==> src/rtl/hilo_pkg.sv <==
// Shared types and constants for the HI/LO register pair and its iterative divider.
package hilo_pkg;

  localparam int unsigned ITER_CNT_W = 6;
  localparam logic [31:0] DIV_BY_ZERO_LO = 32'hFFFF_FFFF;

  typedef enum logic [1:0] {
    IDLE = 2'd0,
    DIV  = 2'd1,
    DONE = 2'd2
  } hilo_state_e;

  // Two's-complement negate when cond is set.
  function automatic logic [31:0] neg_if(input logic cond, input logic [31:0] x);
    return cond ? (~x + 32'd1) : x;
  endfunction

endpackage

==> src/rtl/hilo_div_unit_div_core.sv <==
// Restoring radix-2 unsigned divider: one quotient bit per cycle on a 64-bit {rem, quo} register.
module div_core
  import hilo_pkg::*;
#(
  parameter int unsigned DIV_ITERS = 32
) (
  input  logic        clk,
  input  logic        rst,
  input  logic        start_i,
  input  logic        kill_i,
  input  logic [31:0] a_i,
  input  logic [31:0] b_i,
  output logic [31:0] quo_o,
  output logic [31:0] rem_o,
  output logic        valid_o,
  output logic        last_c
);

  localparam logic [ITER_CNT_W-1:0] LAST_CNT = ITER_CNT_W'(DIV_ITERS);
  localparam logic [ITER_CNT_W-1:0] PRE_LAST_CNT = ITER_CNT_W'(DIV_ITERS - 1);

  logic [63:0]           rq_q, rq_d;
  logic [31:0]           b_q, b_d;
  logic [ITER_CNT_W-1:0] cnt_q, cnt_d;
  logic                  busy_q, busy_d;
  logic [32:0]           part;
  logic [32:0]           diff;
  logic                  ge;

  // Partial remainder is 33 bits wide after the shift; the borrow decides the quotient bit.
  always_comb begin
    part = rq_q[63:31];
    diff = part - {1'b0, b_q};
    ge   = ~diff[32];
  end

  always_comb begin
    rq_d   = rq_q;
    b_d    = b_q;
    cnt_d  = cnt_q;
    busy_d = busy_q;
    if (kill_i) begin
      busy_d = 1'b0;
      cnt_d  = '0;
    end else if (start_i) begin
      rq_d   = {32'd0, a_i};
      b_d    = b_i;
      cnt_d  = '0;
      busy_d = 1'b1;
    end else if (busy_q) begin
      if (cnt_q == LAST_CNT) begin
        busy_d = 1'b0;
        cnt_d  = '0;
      end else begin
        rq_d  = ge ? {diff[31:0], rq_q[30:0], 1'b1} : {rq_q[62:0], 1'b0};
        cnt_d = cnt_q + ITER_CNT_W'(1);
      end
    end
  end

  always_ff @(posedge clk) begin
    if (rst) begin
      rq_q   <= '0;
      b_q    <= '0;
      cnt_q  <= '0;
      busy_q <= 1'b0;
    end else begin
      rq_q   <= rq_d;
      b_q    <= b_d;
      cnt_q  <= cnt_d;
      busy_q <= busy_d;
    end
  end

  assign quo_o   = rq_q[31:0];
  assign rem_o   = rq_q[63:32];
  assign valid_o = busy_q & (cnt_q == LAST_CNT);
  assign last_c  = busy_q & (cnt_q == PRE_LAST_CNT);

endmodule

==> src/rtl/hilo_div_unit.sv <==
// HI/LO architectural registers with DIV/DIVU sequencing, sign fix-up and pipeline stall.
module hilo_div_unit
  import hilo_pkg::*;
#(
  parameter int unsigned DIV_ITERS = 32
) (
  input  logic        clk,
  input  logic        rst,
  input  logic        hi_we,
  input  logic        lo_we,
  input  logic [31:0] hi_wdata,
  input  logic [31:0] lo_wdata,
  input  logic        div_start,
  input  logic        div_signed,
  input  logic [31:0] div_a,
  input  logic [31:0] div_b,
  input  logic        flush,
  output logic [31:0] hi_o,
  output logic [31:0] lo_o,
  output logic        stall_o,
  output logic        div_busy,
  output logic        div_done
);

  hilo_state_e state_q, state_d;
  logic        q_neg_q, q_neg_d;
  logic        r_neg_q, r_neg_d;
  logic        dbz_q, dbz_d;
  logic [31:0] a_raw_q, a_raw_d;
  logic [31:0] hi_q, hi_d;
  logic [31:0] lo_q, lo_d;
  logic        accept_c;
  logic [31:0] a_mag, b_mag;
  logic [31:0] core_quo, core_rem;
  logic        core_valid, core_last;

  assign accept_c = (state_q == IDLE) & div_start & ~flush;
  assign a_mag    = neg_if(div_signed & div_a[31], div_a);
  assign b_mag    = neg_if(div_signed & div_b[31], div_b);

  div_core #(
    .DIV_ITERS(DIV_ITERS)
  ) u_core (
    .clk    (clk),
    .rst    (rst),
    .start_i(accept_c),
    .kill_i (flush),
    .a_i    (a_mag),
    .b_i    (b_mag),
    .quo_o  (core_quo),
    .rem_o  (core_rem),
    .valid_o(core_valid),
    .last_c (core_last)
  );

  always_comb begin
    state_d  = state_q;
    q_neg_d  = q_neg_q;
    r_neg_d  = r_neg_q;
    dbz_d    = dbz_q;
    a_raw_d  = a_raw_q;
    hi_d     = hi_q;
    lo_d     = lo_q;
    stall_o  = 1'b0;
    div_busy = 1'b0;
    div_done = 1'b0;

    unique case (state_q)
      IDLE:    if (accept_c) state_d = DIV;
      DIV:     if (core_last) state_d = DONE;
      DONE:    state_d = IDLE;
      default: state_d = IDLE;
    endcase
    if (flush) state_d = IDLE;

    if (accept_c) begin
      q_neg_d = div_signed & (div_a[31] ^ div_b[31]);
      r_neg_d = div_signed & div_a[31];
      dbz_d   = (div_b == 32'd0);
      a_raw_d = div_a;
    end

    stall_o  = accept_c | (state_q == DIV);
    div_busy = (state_q != IDLE);
    div_done = (state_q == DONE) & ~flush;

    // Write-back is older, so a completing divide overrides it in the same cycle.
    if (hi_we) hi_d = hi_wdata;
    if (lo_we) lo_d = lo_wdata;
    if (div_done & core_valid) begin
      hi_d = dbz_q ? a_raw_q : neg_if(r_neg_q, core_rem);
      lo_d = dbz_q ? DIV_BY_ZERO_LO : neg_if(q_neg_q, core_quo);
    end
  end

  always_ff @(posedge clk) begin
    if (rst) begin
      state_q <= IDLE;
      q_neg_q <= 1'b0;
      r_neg_q <= 1'b0;
      dbz_q   <= 1'b0;
      a_raw_q <= '0;
      hi_q    <= '0;
      lo_q    <= '0;
    end else begin
      state_q <= state_d;
      q_neg_q <= q_neg_d;
      r_neg_q <= r_neg_d;
      dbz_q   <= dbz_d;
      a_raw_q <= a_raw_d;
      hi_q    <= hi_d;
      lo_q    <= lo_d;
    end
  end

  assign hi_o = hi_q;
  assign lo_o = lo_q;

endmodule

==> config.mk <==
export PLATFORM = sky130hd
export DESIGN_NAME = hilo_div_unit
export DESIGN_NICKNAME = d
export VERILOG_FILES = /design/src/rtl/hilo_pkg.sv /design/src/rtl/hilo_div_unit_div_core.sv /design/src/rtl/hilo_div_unit.sv
export SDC_FILE = /design/constraint.sdc
export NUM_CORES = 1
export LEC_CHECK = 0
export CORE_MARGIN = 3
export CORE_UTILIZATION = 40
export CTS_CLUSTER_DIAMETER = 40
export CTS_CLUSTER_SIZE = 10
export DETAILED_ROUTE_END_ITERATION = 10
export MAX_ROUTING_LAYER = met4
export PLACE_DENSITY = 0.73
export SLEW_MARGIN = 15
export SYNTH_ARGS = -nofsm -noshare
export SYNTH_HDL_FRONTEND = slang
export SYNTH_SLANG_ARGS = --single-unit
==> constraint.sdc <==
create_clock -name clk -period 7.1 [get_ports clk]
set_input_delay 1.065 -clock clk [delete_from_list [all_inputs] [get_ports clk]]
set_output_delay 1.065 -clock clk [all_outputs]
set_load 0.05 [all_outputs]
Word-level counts from Yosys, hierarchy flattened
Index checks and enable logic that the tools add are counted.

word-level totals
  bits in registers = 204
  word-level logic and storage cells = 72
  input bits = 135

cells by class
  equality and inequality tests = 7
  reductions and logical operators = 11
  mux-type cells = 21
  bitwise logic cells = 16
  add/subtract/negate cells = 6

operators by type and width
  kind                                                 number
  2-to-1 mux 32 bit                                    10
  2-to-1 mux 64 bit                                    4
  adder 32 x 1 -> 32 bit, second input constant        4
  NOT 32 bit                                           4
  subtractor 33 x 32 -> 33 bit                         1
  zero test 32 bit                                     1
  AND 1 bit                                            9
  nonzero test 2 bit                                   4
  adder 6 x 1 -> 6 bit, second input constant          1
  equality test 6 x 5 -> 1 bit, second input constant  1
  equality test 6 bit, second input constant           1
  2-to-1 mux 6 bit                                     1
  inequality test 2 bit, second input constant         3
  2-to-1 mux 2 bit                                     2
  case mux 2 bit (2 select lines)                      1
  AND reduction 2 bit                                  2
  2-to-1 mux 1 bit                                     3
  AND reduction 3 bit                                  1
  OR reduction 3 bit                                   1
  equality test 2 x 1 -> 1 bit, second input constant  1
  equality test 2 bit, second input constant           1
  zero test 2 bit                                      1
  OR reduction 2 bit                                   1
  NOT 1 bit                                            1
  other kinds (2)                                      2

Logic depth before layout (Yosys ltp)
  word-level depth = 5
  depth in mapped cells = 14
  mapped depth without buffers = 12

Cells and area by module
From an unflattened synthesis, not the netlist that was laid out.

unflattened totals
  cells, all modules = 1701
  area total of the unflattened synthesis = 13276.5 um^2

by module, submodules not included
  module         instances  sequential area each (um^2)  cells each  area an instance (um^2)
  hilo_div_unit  1          2021.9                       949         7358.3
  div_core       1          2062.0                       752         5918.2

Worst setup path before layout
No wires, ideal clock.

  path kind = input -> register
  start point = input flush
  end point = register lo_q[29] (netlist: lo_o[29])
  required time = 6958 ps
  path slack = 3345 ps
  cell stages on the path = 5
  arrival = 3613 ps
  setup time = 142 ps
  cell sequence = nor3b_1 -> nand3_1 -> nor2_1 -> clkbuf_1 -> a221oi_1

between the ends
  longest elaborated chain between the ends = 4

ends and longest elaborated chain
  what                                                            line                  text
  start, declared                                                 hilo_div_unit.sv:17   input logic flush,
  NOT 1 bit (no line) *                                           n/a
  AND 1 bit *                                                     hilo_div_unit.sv:85   div_done = (state_q == DONE) & ~flush;
  AND 1 bit *                                                     hilo_div_unit.sv:90   if (div_done & core_valid) begin
  2-to-1 mux 32 bit / nonzero test 2 bit (equally long branches)  n/a
  end signal, assigned                                            hilo_div_unit.sv:112  lo_q <= lo_d;
  end, declared                                                   hilo_div_unit.sv:31   logic [31:0] lo_q, lo_d;

Mark *: on every way between the ends. The rest lies on a longest branch, timed or not.
A chain may end at the register's enable or synchronous reset.

Worst setup path after layout
  start point = input flush
  end point = output stall_o

between the ends
  longest elaborated chain between the ends = 3

ends and longest elaborated chain
  what                 line                 text
  NOT 1 bit (no line)  n/a
  AND 1 bit            hilo_div_unit.sv:37  assign accept_c = (state_q == IDLE) & div_start & ~flush;
  bitwise OR 1 bit     hilo_div_unit.sv:83  stall_o = accept_c | (state_q == DIV);
  end, declared        hilo_div_unit.sv:20  output logic stall_o,

No other way between the ends.

==> results.yml <==
sta:
  period_needed_ns: 4.565
  tightest_slew_ns: 1.123
  setup_violations: 0
  fmax_mhz: 219.0
  hold_slack_ns: 0.4535
  final.setup.tns_ns: 0
  fin_crit_sh: 0.6430
  slew_violations: 0
  timing.slew.headroom: 0.2502
  rsz0062_at_grt: "false"
  finClkSkew_ns: 0.01689
  finalHoldViolCount: 0
worst_setup_path:
  critPathMaxFanout: 52
  crit_top_cell: "clkdlybuf4s50_1"
  startpoint_type: "primary input"
  crit_slowest_cell: "nand2b_2"
  crit_path_cell_trace: "clkdlybuf4s50_1 -> nand2b_2 -> nand2_1 -> clkdlybuf4s50_1"
  crit_arrival_ns: 3.50
  critical_path_buf_inv_count: 2
  setup.worst_path.class: "in -> out"
  cp.required_ns: 6.03
  crit_family: "buffers and inverters"
  cpPeakStageDelay_ns: 0.86
  critPathCaptureType: "output pin"
yosys:
  synth-edff-count: 0
  ys_types: 67
  ys.flop_type: "dfxtp_1"
  syn_nets: 1761
  synth_area_um2: 12610
  synth_cells: 1587
  yosysWarnings: 0
  avgSynthCellArea_um2: 7.948
  seq_area_frac_synth: 0.3238
  ys_seq_elements: 204
  async_reset_ff_frac: 0
clock_tree:
  clock-root-buffer: "clkbuf_16"
  clock_latency_ns: 0.52
  cts-resized-gates: 0
  clockBufferDepth: 3
  cts_max_level: 2
  clkTransAtPathRegs_ns: 0.05
  cts_hold_buf: 0
  cts_setup_buffers: 0
  cts_buffers: 35
  cts_sinks: 204
  cts_tree: "done"
place:
  gp_congestion: 0.9541
  dpl.hpwl_um: 27870
  portBuffers: 201
layout:
  regArea_um2: 4085
  final_cell_mix: "dfxtp_1, clkdlybuf4s50_1, nand2_1, nor2_1, a21oi_1"
  final_net_count: 1907
  syn2layout_area_growth_pct: 27.10
  drive_above_1_share: 0.05799
  multiInputGateArea_um2: 7966
  fillerInstances: 2871
  layout_commonest_cell: "dfxtp_1"
detailed_routing:
  routed_wl_um: 38390
  dr.pass1.iters: 5
  drc: 0
  vias: 12203
  wl_per_cell_um: 17.80
  via_per_inst: 5.657
  drtAntennaViolNets: 0
  drtIter0Drc: 985
power:
  p_sw_frac: 0.3368
  clock_power_share: 0.386
  p_per_area_nw_per_um2: 270.4
  seqPwrFrac: 0.306
  leakagePower_nw: 6.055
  p_int_mw: 2.875
  p_comb_frac: 0.309
  p_sw_mw: 1.460
  irDropWorstVdd_mv: 0.1727
die:
  fp.dieH_um: 183.6
  dieArea_um2: 33700
  start_util: 0.4091
  rows: 64
  die_width_um: 183.6
  ios: 202
  core_area_um2: 30830
grt:
  grt_pass1_vias: 11642
  track_usage: 0.2246
  grt.overflow.total: 0
  grt_pass1_wl_um: 60750
  antenna_found_initial: 0
  grt_max_degree: 90
run_status:
  status: "finished clean"
job:
  drv_cap: 0
hold_path:
  hold_path_class: "reg -> reg"
## worst reg2reg max path, cell delays in order (launching register included)
cell and delay, ns:
dfxtp_1 0.47, ha_1 0.35, a211oi_1 0.36, o21ai_0 0.20
a32o_1 0.25, a31o_2 0.25, a221oi_1 0.57, nand3_1 0.23
a2bb2oi_4 0.42, buf_4 0.47, mux2i_1 0.29, o21ai_0 0.09
## area by class of cell
type,count,share of cell area
diodes,2,0.0003122
clock buffers,40,0.05768
clock inverters,23,0.01616
inverters,55,0.01288
multi-input cells,1224,0.4969
flip-flops and latches,204,0.2548
well taps,396,0.03091
repair buffers,213,0.1303
## routing by layer
layer	routed length [um]	vias to the layer above	global-route usage
li1	-	6032	-
met1	17080	5744	0.2964
met2	17570	361	0.3577
met3	2738	66	0.03344
met4	996	0	0.06703
met5	0	-	-
## synth_stat cells, types with 6 or more instances
library cell,n,share of area
o211ai_1,8,0.0048
clkbuf_1,97,0.029
nand3_1,16,0.0063
nor2_1,149,0.044
nor2b_1,11,0.0055
xor2_1,79,0.055
dfxtp_1,204,0.32
or4_1,12,0.0071
nand2b_1,9,0.0045
a21o_1,8,0.0048
nor4_1,9,0.0045
nor3_1,52,0.021
xnor2_1,65,0.045
o21ai_0,84,0.033
inv_1,55,0.016
and2_1,11,0.0055
a21oi_1,109,0.043
mux2i_1,89,0.071
a221oi_1,41,0.028
o31ai_1,25,0.015
nand2_1,194,0.058
a211oi_1,102,0.061
nand4_1,6,0.0030
a31oi_1,6,0.0030
ha_1,38,0.038
and3_1,9,0.0045
o41ai_1,10,0.0069
or3_1,14,0.0069
## worst paths after layout
kind / endpoint / slack [ns] / startpoint / cells past startpoint
setup / recovery: stall_o / 2.53 / flush / 4
hold / removal: a_raw_q[29] / 0.45 / a_raw_q[29] / 2
setup reg to reg: u_core.rq_q[54] / 2.97 / u_core.rq_q[38] / 11
hold reg to reg: a_raw_q[29] / 0.45 / a_raw_q[29] / 2
## stage by stage
step	power, mW	area [um^2]	worst slack, ns	instances	utilization
2_1_floorplan	2.305	12610	3.345	1587	-
6_report	4.335	16030	2.535	2157	0.5200
4_1_cts	4.352	16030	2.522	2155	0.5198
3_3_place_gp	2.648	14840	2.552	2092	0.4815
5_1_grt	4.551	16030	2.396	2155	0.5198
3_5_place_dp	2.668	14840	2.507	2092	0.4815
## power by group through the flow
stage               sequential (mW)  clock [mW]  combinational [mW]
floorplan                      1.38           0               0.923
global placement               1.34           0                1.30
detailed placement             1.35           0                1.32
CTS                            1.32        1.70                1.33
global route                   1.33        1.75                1.46
finish                         1.33        1.67                1.34
## state kept, by name (all words and copies together), names as in the netlist
| register | cells |
|---|---|
| a_raw_q | 32 |
| dbz_q | 1 |
| hi_o | 32 |
| lo_o | 32 |
| q_neg_q | 1 |
| r_neg_q | 1 |
| state_q | 2 |
| u_core.b_q | 32 |
| u_core.busy_q | 1 |
| u_core.cnt_q | 6 |
| u_core.rq_q | 64 |
## kinds of logic after synthesis
family          Yosys count  share of synthesized area
compound gates          438                     0.2330
flops                   204                     0.3238
simple gates            513                     0.1843
mux                      90                    0.07152
buf+inv                 159                    0.04811
fa+ha+maj                39                    0.03928
xor+xnor                144                    0.09999
Power figures use the tool's default switching activity.
